**src/rtl/ram8_loader.sv**
```systemverilog
// ram8_loader: streams len_m1+1 bytes into one RAM8 port, reads them back and compares XOR checksums.
// Latency: 2N+2 cycles from accepted start to done with no input stalls (N = len_m1+1).
// Backpressure: in_ready is high only in WRITE; in_valid gaps stall the write phase with no write.
// Ports: clk/rst (async active-high); start, base_addr, len_m1 job request sampled in IDLE;
//   in_valid/in_data/in_ready byte stream; ram_addr/ram_din/ram_we/ram_q to a single RAM port
//   (ram_q one cycle behind ram_addr); busy, done pulse, error and chk readback status.
module ram8_loader #(
  parameter int ADDR_W = 11,
  parameter int DATA_W = 8
) (
  input  logic              clk,
  input  logic              rst,
  input  logic              start,
  input  logic [ADDR_W-1:0] base_addr,
  input  logic [ADDR_W-1:0] len_m1,
  input  logic              in_valid,
  input  logic [DATA_W-1:0] in_data,
  output logic              in_ready,
  output logic [ADDR_W-1:0] ram_addr,
  output logic [DATA_W-1:0] ram_din,
  output logic              ram_we,
  input  logic [DATA_W-1:0] ram_q,
  output logic              busy,
  output logic              done,
  output logic              error,
  output logic [DATA_W-1:0] chk
);

  typedef enum logic [1:0] {IDLE, WRITE, READ, DRAIN} state_t;

  localparam logic [ADDR_W-1:0] ONE = ADDR_W'(1);

  state_t            state, state_nxt;
  logic [ADDR_W-1:0] base;
  logic [ADDR_W-1:0] len;
  logic [ADDR_W-1:0] cnt;
  logic [DATA_W-1:0] wchk;
  logic [DATA_W-1:0] rchk;
  logic              done_q;
  logic              error_q;
  logic              last;

  assign last  = (cnt == len);
  assign busy  = (state != IDLE);
  assign done  = done_q;
  assign error = error_q;
  assign chk   = rchk;

  always_ff @(posedge clk or posedge rst) begin
    if (rst) state <= IDLE;
    else     state <= state_nxt;
  end

  // Next state plus the combinational RAM/stream outputs.
  always_comb begin
    state_nxt = state;
    in_ready  = 1'b0;
    ram_we    = 1'b0;
    ram_addr  = '0;
    ram_din   = '0;
    case (state)
      IDLE: begin
        if (start) state_nxt = WRITE;
      end
      WRITE: begin
        in_ready = 1'b1;
        ram_we   = in_valid;
        ram_din  = in_data;
        ram_addr = base + cnt;  // truncation gives the modulo-2^ADDR_W wrap
        if (in_valid && last) state_nxt = READ;
      end
      READ: begin
        ram_addr = base + cnt;
        if (last) state_nxt = DRAIN;
      end
      DRAIN: begin
        state_nxt = IDLE;
      end
      default: state_nxt = IDLE;
    endcase
  end

  always_ff @(posedge clk or posedge rst) begin
    if (rst) begin
      base    <= '0;
      len     <= '0;
      cnt     <= '0;
      wchk    <= '0;
      rchk    <= '0;
      done_q  <= 1'b0;
      error_q <= 1'b0;
    end else begin
      done_q <= 1'b0;
      case (state)
        IDLE: begin
          if (start) begin
            base    <= base_addr;
            len     <= len_m1;
            cnt     <= '0;
            wchk    <= '0;
            rchk    <= '0;
            error_q <= 1'b0;
          end
        end
        WRITE: begin
          if (in_valid) begin
            wchk <= wchk ^ in_data;
            cnt  <= last ? '0 : cnt + ONE;
          end
        end
        READ: begin
          cnt <= cnt + ONE;
          // ram_q lags the address by one cycle, so the first READ cycle has nothing to fold in.
          if (cnt != '0) rchk <= rchk ^ ram_q;
        end
        DRAIN: begin
          // Last readback byte arrives here; compare against the fully folded value.
          rchk    <= rchk ^ ram_q;
          done_q  <= 1'b1;
          error_q <= ((rchk ^ ram_q) != wchk);
        end
        default: ;
      endcase
    end
  end

endmodule

```
**config.mk**
```make
export PLATFORM = sky130hd
export DESIGN_NAME = ram8_loader
export DESIGN_NICKNAME = d
export VERILOG_FILES = /design/src/rtl/ram8_loader.sv
export SDC_FILE = /design/constraint.sdc
export NUM_CORES = 1
export LEC_CHECK = 0
export ABC_AREA = 1
export ABC_CLOCK_PERIOD_IN_PS = 3000
export CAP_MARGIN = 40
export CORE_MARGIN = 2
export CORE_UTILIZATION = 55
export CTS_CLUSTER_SIZE = 20
export DETAILED_ROUTE_END_ITERATION = 7
export GPL_ROUTABILITY_DRIVEN = 0
export PLACE_DENSITY = 0.84
export SYNTH_ARGS = -nofsm -noshare
export SYNTH_HDL_FRONTEND = slang
export SYNTH_SLANG_ARGS = --single-unit
export TNS_END_PERCENT = 20
```
**constraint.sdc**
```tcl
create_clock -name clk -period 3 [get_ports clk]
set_input_delay 0.3 -clock clk [delete_from_list [all_inputs] [get_ports clk]]
set_output_delay 0.3 -clock clk [all_outputs]
set_load 0.005 [all_outputs]
```
# Yosys cells after proc, flatten, opt, wreduce, memory -nomap -nowiden
# Cells that the tools add are included.
# op_classes
n_mux	20
add_sub_neg	2
bitwise	2
eq_ne	10
reduce_logical	15
# ops
operator	count
11-bit two-way mux	4
11-bit case mux with 3 select lines	1
8-bit two-way mux	4
8-bit case mux with 3 select lines	1
8-bit case mux with 2 select lines	1
8-bit bitwise XOR	2
3-bit AND reduction	4
11-bit by 1-bit adder with 11-bit output (second input constant)	1
11-bit adder	1
11-bit == test	1
11-bit nonzero test	1
2-bit != test (second input constant)	5
8-bit != test	1
2-bit case mux with 4 select lines	1
2-bit two-way mux	3
2-bit nonzero test	3
3-bit nonzero test	2
2-bit == test (second input constant)	2
1-bit two-way mux	4
2-bit AND reduction	2
2-bit by 1-bit == test with 1-bit output (second input constant)	1
2-bit logical NOT	1
1-bit case mux with 2 select lines	1
2-bit OR reduction	1
1-bit logical AND	1
# totals
in_bits	42
regBits	53
elab_cells	57
output_inout_bits	32

# Longest topological paths before layout
# logic_depth
ltp_word	4
ltp_mapped	12
depth_no_buf	11

# Worst setup path before layout
# OpenSTA, ideal clock, no wires.
# synth_path
path_type	register to output
start	register cnt[0]
end	output port ram_addr[8]
arrival_ns	1.524
n_path_buf	0
slack_ns	1.176
stages_incl_launch_ff	9
t_required_ns	2.700
cell_sequence	dfrtp_1 -> ha_1 -> fa_1 -> inv_1 -> o31ai_1 -> nand2_1 -> nand3_1 -> nand2_1 -> nor2_1
# synth_via
elab_chain_cells	2
# synth_rtl
element	line_no	text
from (decl)	36	logic [ADDR_W-1:0] cnt;
from (signal assigned)	108	cnt <= last ? '0 : cnt + ONE;
from (signal assigned)	112	cnt <= cnt + ONE;
11-bit adder	69, 73	
11-bit two-way mux	-	
to (decl)	19	output logic [ADDR_W-1:0] ram_addr,
# No other way between the ends.

# Worst setup path in the final report
# Ends and elaborated chain as after synthesis.

==> summary.md <==
| Metric | Value |
|---|---|
| Outcome | finished, final reports clean |
| Crit share post-route | 94.58% |
| DR vias | 3154 |
| Avg Synthesized Cell Area | 7.702 um2 |
| Setup bufs post-CTS | 0 |
| Register area share after synthesis | 37.84% |
| Cells along the critical path | ha_1 -> fa_1 -> inv_1 -> o31ai_1 -> nand2_1 -> nand3_1 -> nand2_1 -> nor2_1 -> clkdlybuf4s50_1 |
| Inst Count DP | 599 |
| Cell mode on critical path | nand2_1 |
| Worst path bufs/invs | 2 |
| Post-synthesis cell type count | 34 |
| Max-Slew Margin vs Limit | 67.64% |
| Top_reg_cell synth | dfrtp_1 |
| Cell Area, Synth | 0.003505 mm2 |
| Max Slew Vio Count | 0 |
| Die Height | 83.83 um |
| Fillers | 510 |
| CTS buffer count | 5 |
| Asr flop ratio synth | 100.0% |
| Core area | 0.006241 mm2 |
| Multi-input logic area | 0.001881 mm2 |
| Crit. Startpoint | cnt[0] |
| Port Buf Inserts | 73 |
| Post-CTS Hold Fix Bufs | 0 |
| Post-Syn Nets | 515 |
| #FFs+latches synth | 53 |
| CP max stage delay | 0.50 ns |
| Setup total negative slack | 0 ns |
| Pleak | 2.133 nW |
| DRC | 0 |
| TritonCTS clock tree | done |
| Skew final | 0.01420 ns |
| Clk Latency, worst-skew pair | 0.31 ns |
| Final WL | 7736 um |
| Startpoint Class | register |
| Post-synth EDFFs | 0 |
| CTS H-Tree Depth | 2 |
| DIE WIDTH | 83.83 um |
| Number of max-cap violations | 0 |
| Setup violations, final | 0 |
| Initial core utilization | 56.15% |
| Post-Place Cell Area | 0.004293 mm2 |
| Drt pass-1 iters | 4 |
| Number of global-route vias before repair | 3008 |
| Total die area | 0.007027 mm2 |
| Sinks on Clock Net | 53 |
| Crit Path Max Fanout | 6 |
| CP Class | register to output pin |
| Min Tclk post-route | 2.837 ns |
| Clock edge transition at the registers on the reported setup and hold paths | 0.10 ns |
| Flop2flop setup slack | 0.82 ns |
| Global route overflow | 0 |
| WP data required | 2.70 ns |
| DP HPWL | 6025 um |
| Worst hold path type | input pin to async pin |
| PwrDens | 861.3 mW/mm2 |
| Post-route insts no fill | 607 |
| Area grow syn2layout | 24.88% |
| Share of layout cells above drive strength 1 | 8.302% |
| # diodes | 0 |
| Routed length per instance | 12.74 um |
| Crit path capture type | output pin |
| Yosys warns | 0 |
| Hold slack | 0.2404 ns |
| Start of the worst register-to-register path | state[1] |
| Final worst slack | 0.1627 ns |
| F_max | 0.3524 GHz |
| Row count | 29 |
| Initial DRC Count | 142 |
| Routed Antenna Nets | 0 |
| Worst-Margin Slew | 0.4854 ns |
| Post-Synthesis Cells | 455 |
| Maximum number of pins on one net before global-route repair | 26 |
| Top Ports | 74 |
| Global-route wire length before repair | 13360 um |
| CTS max path bufs | 2 |
| Initial antenna violation count | 0 |
| Post-route design area | 0.004377 mm2 |
| Gr usage total | 23.04% |
| Crit-path leading delay family | buffers and inverters |
| Maximum VDD drop | 0.4931 mV |
| Nets@finish | 589 |
| Crit path arrival time | 2.54 ns |
| CTS root buffer | clkbuf_8 |
| DR vias/cell | 5.196 |
| Endpoints failing hold | 0 |
| Setup WS pre-CTS | 0.5187 ns |
| Area occupied by registers | 0.001326 mm2 |
| Post-cts resize count | 0 |
| RSZ-0062 raised after global routing | false |
| Crit path max-delay cell type | clkdlybuf4s50_1 |
## report_power, final
part	leakage, nW	total [W]	internal, W	switching (W)
registers	0.660	0.00120	0.000988	0.000208
logic	1.43	0.00218	0.00100	0.00118
clock network	0.0385	0.000396	0.000166	0.000230
## layout make-up
type	count	share of cell area, %
Multi-Input combinational cell	330	42.97
Clock inverter	1	0.1715
Timing Repair Buffer	76	17.21
Clock buffer	7	1.744
Inverter	63	5.403
Sequential cell	53	30.30
Tap cell	77	2.201
## metal layers
layer	wire length [um]	vias to the layer above	share of wire [%]	global-route usage, %
li1	-	1589	-	-
met1	3349	1467	43	28.81
met2	3844	89	50	40.00
met3	439	9	5.7	5.143
met4	102	0	1.3	6.745
met5	0	-	0	0
## metrics by stage
step,utilization (%),total power (W)
floorplan,-,0.002610
global placement,68.79,0.003297
detailed placement,68.79,0.003379
CTS,70.13,0.003788
global route,70.13,0.004111
finish,70.13,0.003770
## cells by family (layout without fill, tap and decap cells)
family                   count (synthesis)  in the layout  share of synthesized area (%)
buffers and inverters                   72            147                          8.497
flip-flops                              53             53                          37.84
AO/OA/AOI/OAI                           63             63                          10.32
adder cells (fa/ha/maj)                 18             18                          6.640
AND/OR/NAND/NOR                        208            208                          25.31
multiplexers                            16             16                          5.141
XOR/XNOR                                25             25                          6.248
## worst paths after layout
kind / end / cells past startpoint
max: ram_addr[8] / 9
min: len[8] / 2
max in group asynchronous: chk[6] / 3
min in group clk: wchk[0] / 1
max reg2reg: cnt[10] / 9
min reg2reg: wchk[0] / 1
## placed cells by master, fill, tap and decap left out, types with 3 or more instances in the layout
master,count
clkdlybuf4s50_1,73
clkbuf_8,5
ha_1,17
nand3_2,3
nor2_1,37
nand2_2,3
nand3_1,20
nand2_1,128
a21oi_1,33
o21a_1,4
xnor2_1,14
buf_4,3
o21ai_0,17
nand4_1,4
mux2_2,16
inv_1,61
dfrtp_1,53
xor2_1,11
nor3_1,5
## Yosys cell counts, drive strengths merged (7+ instances only)
cell type	instances	share of area (%)
nand2	132	15
inv	63	6.7
dfrtp	53	38
nor2	39	4.3
a21oi	36	5.7
nand3	23	3.7
o21ai	19	2.9
ha	17	6.1
mux2	16	5.1
xnor2	14	3.5
xor2	11	2.7
buf	8	1.6
nor3	7	1.5
## registers in the layout, summed over array words and instances, names as in the netlist
register and cells:
error 1, state 2, chk 8, cnt 11, done 1, len 11, base 11, wchk 8
Power figures use the tool's default switching activity.
